### config.mk
export PLATFORM = sky130hd
export DESIGN_NAME = seq_divider_flat
export DESIGN_NICKNAME = d
export VERILOG_FILES = /design/src/rtl/seq_divider_if.sv /design/src/rtl/seq_divider.sv /design/src/flat_wrapper.sv
export SDC_FILE = /design/constraint.sdc
export NUM_CORES = 1
export LEC_CHECK = 0
export CORE_MARGIN = 2
export CORE_UTILIZATION = 45
export DETAILED_ROUTE_END_ITERATION = 8
export PLACE_DENSITY = 0.77
export SLEW_MARGIN = 5
export SYNTH_ARGS = -nofsm -noshare
export SYNTH_HDL_FRONTEND = slang
export SYNTH_SLANG_ARGS = --single-unit
### constraint.sdc
create_clock -name clk -period 4.45 [get_ports clk]
set_input_delay 0.6675 -clock clk [delete_from_list [all_inputs] [get_ports clk]]
set_output_delay 0.6675 -clock clk [all_outputs]
set_load 0.1 [all_outputs]
### src/rtl/seq_divider_if.sv
// Operand/result handshake bundle for seq_divider.
// Valid/ready: a transfer happens on a rising edge where valid && ready; once the
// producer raises valid its payload stays stable until that transfer completes.
interface seq_divider_if #(
  parameter int WIDTH = 32
);
  logic             in_valid;
  logic             in_ready;
  logic [WIDTH-1:0] dividend;
  logic [WIDTH-1:0] divisor;
  logic             out_valid;
  logic             out_ready;
  logic [WIDTH-1:0] quotient;
  logic [WIDTH-1:0] remainder;
  logic             div_by_zero;

  modport master (
    output in_valid, dividend, divisor, out_ready,
    input  in_ready, out_valid, quotient, remainder, div_by_zero
  );

  modport slave (
    input  in_valid, dividend, divisor, out_ready,
    output in_ready, out_valid, quotient, remainder, div_by_zero
  );
endinterface

### src/rtl/seq_divider.sv
// Multi-cycle unsigned non-restoring divider, one quotient bit per cycle,
// built around a single shared adder-subtractor.

module add_sub #(
  parameter int WIDTH     = 33,
  parameter int ARCH      = 0,
  parameter int GRP_WIDTH = 4
) (
  input  logic [WIDTH-1:0] a,
  input  logic [WIDTH-1:0] b,
  input  logic             sub,
  input  logic             ci,
  output logic [WIDTH-1:0] sum,
  output logic             co
);
  logic [WIDTH-1:0] w_b;
  logic             w_cin;

  // With sub=1, ci acts as a borrow-in: a - b - ci.
  assign w_b   = b ^ {WIDTH{sub}};
  assign w_cin = sub ^ ci;

  if (ARCH == 0) begin : g_ripple
    assign {co, sum} = {1'b0, a} + {1'b0, w_b} + {{WIDTH{1'b0}}, w_cin};
  end else begin : g_csel
    localparam int NG = (WIDTH + GRP_WIDTH - 1) / GRP_WIDTH;
    logic [NG:0] w_c;
    assign w_c[0] = w_cin;
    for (genvar g = 0; g < NG; g++) begin : g_grp
      localparam int LO = g * GRP_WIDTH;
      localparam int HI = (LO + GRP_WIDTH > WIDTH) ? WIDTH - 1 : LO + GRP_WIDTH - 1;
      localparam int GW = HI - LO + 1;
      logic [GW:0] w_s0;
      logic [GW:0] w_s1;
      assign w_s0 = {1'b0, a[HI:LO]} + {1'b0, w_b[HI:LO]};
      assign w_s1 = {1'b0, a[HI:LO]} + {1'b0, w_b[HI:LO]} + {{GW{1'b0}}, 1'b1};
      assign sum[HI:LO] = w_c[g] ? w_s1[GW-1:0] : w_s0[GW-1:0];
      assign w_c[g+1]   = w_c[g] ? w_s1[GW]     : w_s0[GW];
    end
    assign co = w_c[NG];
  end
endmodule

module seq_divider #(
  parameter int WIDTH     = 32,
  parameter int ARCH      = 0,
  parameter int GRP_WIDTH = 4
) (
  input  logic        clk,
  input  logic        rst_n,
  seq_divider_if.slave bus,
  output logic [1:0]  o_dbg_state
);
  localparam int CW = $clog2(WIDTH);

  typedef enum logic [1:0] {
    S_IDLE = 2'd0,
    S_CALC = 2'd1,
    S_FIX  = 2'd2,
    S_DONE = 2'd3
  } state_t;

  state_t           r_state;
  state_t           w_next;
  logic [WIDTH:0]   r_p;
  logic [WIDTH-1:0] r_a;
  logic [WIDTH-1:0] r_d;
  logic [CW-1:0]    r_cnt;
  logic [WIDTH-1:0] r_q;
  logic [WIDTH-1:0] r_r;
  logic             r_dbz;

  logic             w_accept;
  logic             w_d_zero;
  logic [WIDTH:0]   w_p_shift;
  logic [WIDTH:0]   w_add_a;
  logic [WIDTH:0]   w_add_b;
  logic             w_sub;
  logic [WIDTH:0]   w_sum;
  logic             w_co_unused;

  assign w_accept = bus.in_valid && (r_state == S_IDLE);
  assign w_d_zero = (bus.divisor == '0);

  // {P,A} << 1; the old sign of P is dropped because P+-D always lands back in range.
  assign w_p_shift = {r_p[WIDTH-1:0], r_a[WIDTH-1]};
  assign w_add_a   = (r_state == S_FIX) ? r_p : w_p_shift;
  assign w_add_b   = {1'b0, r_d};
  assign w_sub     = (r_state == S_CALC) && !r_p[WIDTH];

  add_sub #(
    .WIDTH     (WIDTH + 1),
    .ARCH      (ARCH),
    .GRP_WIDTH (GRP_WIDTH)
  ) u_add_sub (
    .a   (w_add_a),
    .b   (w_add_b),
    .sub (w_sub),
    .ci  (1'b0),
    .sum (w_sum),
    .co  (w_co_unused)
  );

  always_ff @(posedge clk or negedge rst_n) begin
    if (!rst_n) r_state <= S_IDLE;
    else        r_state <= w_next;
  end

  always_comb begin
    w_next = r_state;
    case (r_state)
      S_IDLE: if (w_accept) w_next = w_d_zero ? S_DONE : S_CALC;
      S_CALC: if (r_cnt == '0) w_next = S_FIX;
      S_FIX:  w_next = S_DONE;
      S_DONE: if (bus.out_ready) w_next = S_IDLE;
      default: w_next = S_IDLE;
    endcase
  end

  always_ff @(posedge clk or negedge rst_n) begin
    if (!rst_n) begin
      r_p   <= '0;
      r_a   <= '0;
      r_d   <= '0;
      r_cnt <= '0;
      r_q   <= '0;
      r_r   <= '0;
      r_dbz <= 1'b0;
    end else begin
      case (r_state)
        S_IDLE: begin
          if (w_accept) begin
            r_d <= bus.divisor;
            r_p <= '0;
            r_a <= bus.dividend;
            if (w_d_zero) begin
              r_q   <= '1;
              r_r   <= bus.dividend;
              r_dbz <= 1'b1;
              r_cnt <= '0;
            end else begin
              r_dbz <= 1'b0;
              r_cnt <= CW'(WIDTH - 1);
            end
          end
        end
        S_CALC: begin
          r_p <= w_sum;
          r_a <= {r_a[WIDTH-2:0], ~w_sum[WIDTH]};
          if (r_cnt != '0) r_cnt <= r_cnt - CW'(1);
        end
        S_FIX: begin
          if (r_p[WIDTH]) r_p <= w_sum;
          r_q <= r_a;
          r_r <= r_p[WIDTH] ? w_sum[WIDTH-1:0] : r_p[WIDTH-1:0];
        end
        default: ;
      endcase
    end
  end

  assign bus.in_ready    = (r_state == S_IDLE);
  assign bus.out_valid   = (r_state == S_DONE);
  assign bus.quotient    = r_q;
  assign bus.remainder   = r_r;
  assign bus.div_by_zero = r_dbz;
  assign o_dbg_state     = r_state;
endmodule

### src/flat_wrapper.sv
// flat-port wrapper written by rule: the top's interface ports become plain ports
module seq_divider_flat 
#(
  parameter int WIDTH     = 32,
  parameter int ARCH      = 0,
  parameter int GRP_WIDTH = 4
)
  (clk, rst_n, o_dbg_state, bus_in_valid, bus_dividend, bus_divisor, bus_out_ready, bus_in_ready, bus_out_valid, bus_quotient, bus_remainder, bus_div_by_zero);
  seq_divider_if #(.WIDTH(WIDTH)) bus_i ();
  input  logic clk;
  input  logic rst_n;
  output logic [1:0] o_dbg_state;
  input wire logic [$bits(bus_i.in_valid)-1:0] bus_in_valid;
  input wire logic [$bits(bus_i.dividend)-1:0] bus_dividend;
  input wire logic [$bits(bus_i.divisor)-1:0] bus_divisor;
  input wire logic [$bits(bus_i.out_ready)-1:0] bus_out_ready;
  output wire logic [$bits(bus_i.in_ready)-1:0] bus_in_ready;
  output wire logic [$bits(bus_i.out_valid)-1:0] bus_out_valid;
  output wire logic [$bits(bus_i.quotient)-1:0] bus_quotient;
  output wire logic [$bits(bus_i.remainder)-1:0] bus_remainder;
  output wire logic [$bits(bus_i.div_by_zero)-1:0] bus_div_by_zero;
  assign bus_i.in_valid = bus_in_valid;
  assign bus_i.dividend = bus_dividend;
  assign bus_i.divisor = bus_divisor;
  assign bus_i.out_ready = bus_out_ready;
  assign bus_in_ready = bus_i.in_ready;
  assign bus_out_valid = bus_i.out_valid;
  assign bus_quotient = bus_i.quotient;
  assign bus_remainder = bus_i.remainder;
  assign bus_div_by_zero = bus_i.div_by_zero;
  seq_divider #(.WIDTH(WIDTH), .ARCH(ARCH), .GRP_WIDTH(GRP_WIDTH)) u_core (.clk(clk), .rst_n(rst_n), .bus(bus_i), .o_dbg_state(o_dbg_state));
endmodule
# Word level (Yosys, flattened, before mapping)
# Index checks and enable logic that the tools add are counted.
# Widths: inputs -> output; s select.
# op_classes
addsub	3
n_eq_ne	9
mux	23
bitwise	2
reduce_logical	17
# op_table
operator	n
$mux 32	6
$pmux 32 s2	3
$mux 33	3
$pmux 33 s3	1
$add 33x1->33	1
$add 33x33->33	1
$xor 32x33->33	1
$logic_not 32->1	1
$mux 5	3
$reduce_and 3->1	4
$pmux 5 s2	1
$mux 2	4
$pmux 2 s4	1
$ne 2x1->1 const B	3
$ne 2x2->1 const B	3
$reduce_and 2->1	3
$logic_not 5->1	1
$reduce_bool 5->1	1
$sub 5x1->5 const B	1
$eq 2x2->1 const B	2
$reduce_bool 2->1	2
$reduce_bool 3->1	1
$eq 2x1->1 const B	1
$logic_and 1x1->1	2
other kinds (4)	4
# word_totals
reg_bits	169
output_inout_bits	69
elab_cells	63

# Logic depth before layout (Yosys ltp)
# logic_depth
word_depth	7
depth_mapped	18

# Modules after synthesis
# A second synthesis with hierarchy kept.
# hier_totals
hier_cells	951
hier_area_um2	10000.8
# by_module_without_submodules
module	instances	cells_each	area_each_um2
seq_divider	1	648	7792.5
add_sub	1	303	2208.4

# Worst setup path before layout
# Ideal clock, no wire load.
# synth_path
kind	reg-to-reg
from	reg u_core.r_state[1], in the netlist u_core.o_dbg_state[1]
to	reg u_core.r_a[0]
setup_ns	0.087
arrival_ns	4.655
required_time_ns	4.363
setup_slack_ns	-0.291
stages_incl_launch_ff	16
n_path_buf	3
path_cell_list	dfrtp_1 ha_1 buf_2 clkbuf_1 buf_1 mux2_2 fa_1 a211oi_2 o21ai_2 o21ai_2 o211ai_2 a31oi_4 o21ai_2 a221oi_4 or4b_1 o211ai_1
# synth_via
elab_chain_len	7
elab_cells_between_ends	14
# synth_lines
element	line_no	source
start, declared	seq_divider.sv:63	state_t r_state;
start signal, assigned	seq_divider.sv:106	else r_state <= w_next;
$eq 2x1->1	seq_divider.sv:89, seq_divider.sv:130	
$logic_and 1x1->1	seq_divider.sv:89	assign w_sub = (r_state == S_CALC) && !r_p[WIDTH];
$xor 32x33->33	seq_divider.sv:20	assign w_b = b ^ {WIDTH{sub}};
$add 33x33->33	seq_divider.sv:24	assign {co, sum} = {1'b0, a} + {1'b0, w_b} + {{WIDTH{1'b0}}, w_cin};
$add 33x1->33	seq_divider.sv:24	
$not 1->1	seq_divider.sv:149	r_a <= {r_a[WIDTH-2:0], ~w_sum[WIDTH]};
$pmux 32 s2	seq_divider.sv:130	case (r_state)
end signal, assigned	seq_divider.sv:135	r_a <= bus.dividend;
end signal, assigned	seq_divider.sv:149	
end, declared	seq_divider.sv:66	logic [WIDTH-1:0] r_a;
# Parallel ways exist; a longest one is shown, timed or not.
# A chain may end at the register's enable or synchronous reset.

# Final worst setup path
# layout_path
from	reg u_core.r_state[0], in the netlist u_core.o_dbg_state[0]
to	reg u_core.r_a[0]
# Same word-level chain as after synthesis.

==> results.cfg <==
[layout]
fillers = 1867
regArea_sq_um = 4232
fin_util_pct = 55.71
multiInputGateArea_sq_um = 5294
diodes = 0
syn2layout_area_growth_pct = 22.17
drive_above_1_share_pct = 12.30
layout_common_cells = 167 x dfrtp_1, 135 x clkdlybuf4s50_1, 89 x o21ai_0
nets = 1231
final_common_cell = dfrtp_1
final_area_sq_um = 12120

[synth]
ys_async_sr_fraction_pct = 100.0
netlist_area_sq_um = 9920
seq_area_frac_synth_pct = 42.63
synth_nets = 1122
synth_ff_type = dfrtp_1
avgSynthCellArea_sq_um = 9.763
syn_inst = 1016
synth_edf_count = 0
ys_types = 66
ys_warn_count = 0
ys_ff_latch = 169

[clocking]
clockBufferDepth = 2
insertion_delay_ns = 0.43
cts_tree = yes
htreeDepth = 4
cts_inserted_buffers = 17
path_clk_slew_ns = 0.08
post_cts_buffers = 0
cts_resized = 0
ctsHoldBuffers = 0
cts.sinks = 169
root_buffer = clkbuf_16

[min_path]
hold_class = primary input to asynchronous set/reset pin

[routing]
met1_length_um = 11980
vias = 8059
viasPerCell = 5.683
wl_um = 25110
drcViolationCount = 0
routed.top_layer = met4
routedWlPerCell_um = 17.71
dr.first_iter.drc_count = 555
drtPass1Iterations = 5
drtAntennaViolNets = 0
wl_met2_um = 11220
wl_met3_um = 1538

[grt]
grt_pass1_vias = 7651
antenna_found_initial = 0
overflow = 0
grt_pass1_wl_um = 41210
grt_usage_pct = 21.63
grt_max_degree = 110

[setup_path]
critPathArrivalTime_ns = 4.34
worst_setup_path_end_kind = register
r2r_setup_slack_ns = 0.46
cp_max_fo = 27
crit_type = register to register
startpoint_type = register
rr_startpoint = u_core.o_dbg_state[0]
worstReg2RegEnd = u_core.r_a[0]
rr_worst_depth = 14
cp-startpoint = u_core.o_dbg_state[0]
required_ns = 4.80

[status]
outcome = complete, no violations

[floorplan]
die_w_um = 152.5
rows = 54
pin_count = 137
initial_core_util_pct = 45.59
dieArea_sq_um = 23250
core_sq_um = 21760
die_y_um = 152.5

[run]
drv_cap = 0

[timing]
maxSlewHeadroom_pct = 31.28
finalClockSkew_ns = 0.009139
min_period_ns = 3.994
worstMarginPinSlew_ns = 1.028
setup-tns-final_ns = 0
timing.final.crit_share_pct = 89.75
drv_slew = 0
hold_viol = 0
worst_slack_ns = 0.4561
rsz0062_at_grt = no
fmax_ghz = 0.2504
setup_viol = 0

[placement]
io_buffers = 136
place_congestion = 0.9184
post_dp_cell_area_sq_um = 11560
place_hpwl_um = 18350
dp_slack_ns = 0.5557
-- cell families after synthesis --
group           count (synthesis)  share of synthesized area, %
compound gates                293                         19.31
simple gates                  223                         10.28
flops                         169                         42.63
mux                           117                         12.83
buf+inv                       111                         4.339
xor+xnor                       65                         5.739
fa+ha+maj                      38                         4.869
-- routing by layer --
metal	up-vias	GRT usage (%)
li1	3867	-
met1	3875	31.98
met2	287	32.78
met3	30	4.380
met4	0	5.247
met5	-	0
-- cell type report --
type,instances,share of cell area (%)
Tap cell,280,2.891
Clock buffer,18,3.541
Multi-Input combinational cell,736,43.68
Inverter,50,1.549
Clock inverter,14,1.043
Sequential cell,169,34.92
Timing Repair Buffer,151,12.38
-- sequential cells by signal, summed over array words and instances (netlist names) --
name / count
u_core.r_d: 32
u_core.bus.remainder: 32
u_core.o_dbg_state: 2
u_core.r_p: 33
u_core.r_a: 32
u_core.r_cnt: 5
u_core.bus.quotient: 32
u_core.bus.div_by_zero: 1
-- worst max path at each step --
stage | to | cells after the start | slack [ns]
after floorplan | u_core.r_a[0] | 15 | 0.02
after detailed placement | u_core.r_a[0] | 14 | 0.56
after CTS | u_core.r_a[0] | 14 | 0.50
after global placement | u_core.bus.remainder[26] | 10 | 0.54
final | u_core.r_a[0] | 14 | 0.46
after global routing | u_core.r_a[0] | 14 | 0.27
-- stage by stage --
step | std cells | hold slack [ns]
6_report | 1418 | 0.3802
2_1_floorplan | 1016 | 0.3719
4_1_cts | 1418 | 0.4212
5_1_grt | 1418 | 0.4641
3_3_place_gp | 1386 | 0.4673
3_5_place_dp | 1386 | 0.4795
-- synth_stat cells, types with 3 or more instances --
| master | number | area (sq um) |
|---|---|---|
| a21oi_1 | 59 | 295.3 |
| mux2i_1 | 54 | 540.5 |
| nand4_1 | 5 | 31.28 |
| nand2_1 | 88 | 330.3 |
| nor3b_1 | 3 | 22.52 |
| buf_2 | 10 | 50.05 |
| o211ai_1 | 3 | 22.52 |
| and2_1 | 5 | 31.28 |
| buf_1 | 12 | 45.04 |
| o21ai_2 | 6 | 52.55 |
| o21ai_0 | 89 | 445.4 |
| nand2b_1 | 7 | 43.79 |
| ha_1 | 37 | 462.9 |
| dfrtp_1 | 169 | 4229 |
| nand3_1 | 8 | 40.04 |
| clkbuf_1 | 38 | 142.6 |
| xor2_1 | 18 | 157.7 |
| xnor2_1 | 47 | 411.6 |
| inv_1 | 50 | 187.7 |
| or3_1 | 15 | 93.84 |
| a31oi_1 | 41 | 256.5 |
| a21o_1 | 18 | 135.1 |
| a22oi_1 | 3 | 22.52 |
| nor2_1 | 66 | 247.7 |
| a22o_1 | 28 | 245.2 |
| a21o_2 | 3 | 26.28 |
| o31ai_1 | 3 | 22.52 |
| a211oi_1 | 5 | 37.54 |
| mux2_2 | 61 | 686.9 |
| o21a_1 | 3 | 22.52 |
| nor4_1 | 11 | 68.82 |
| and3_1 | 3 | 18.77 |
| o21bai_1 | 6 | 45.04 |
-- worst max-delay path, stage by stage (launching register included) --
cell and delay (ns):
dfrtp_2 0.43, inv_1 0.14, ha_4 0.37, buf_4 0.29, mux2_2 0.36, ha_1 0.37, a21o_1 0.19, a21oi_1 0.17
nor2_1 0.08, or3b_1 0.38, a21oi_2 0.15, o21ai_2 0.09, a221oi_4 0.30, or4b_1 0.46, o211ai_1 0.10
Power is not shown: default switching activity piles up to over one toggle a cycle in this logic, so the estimate is an artifact.
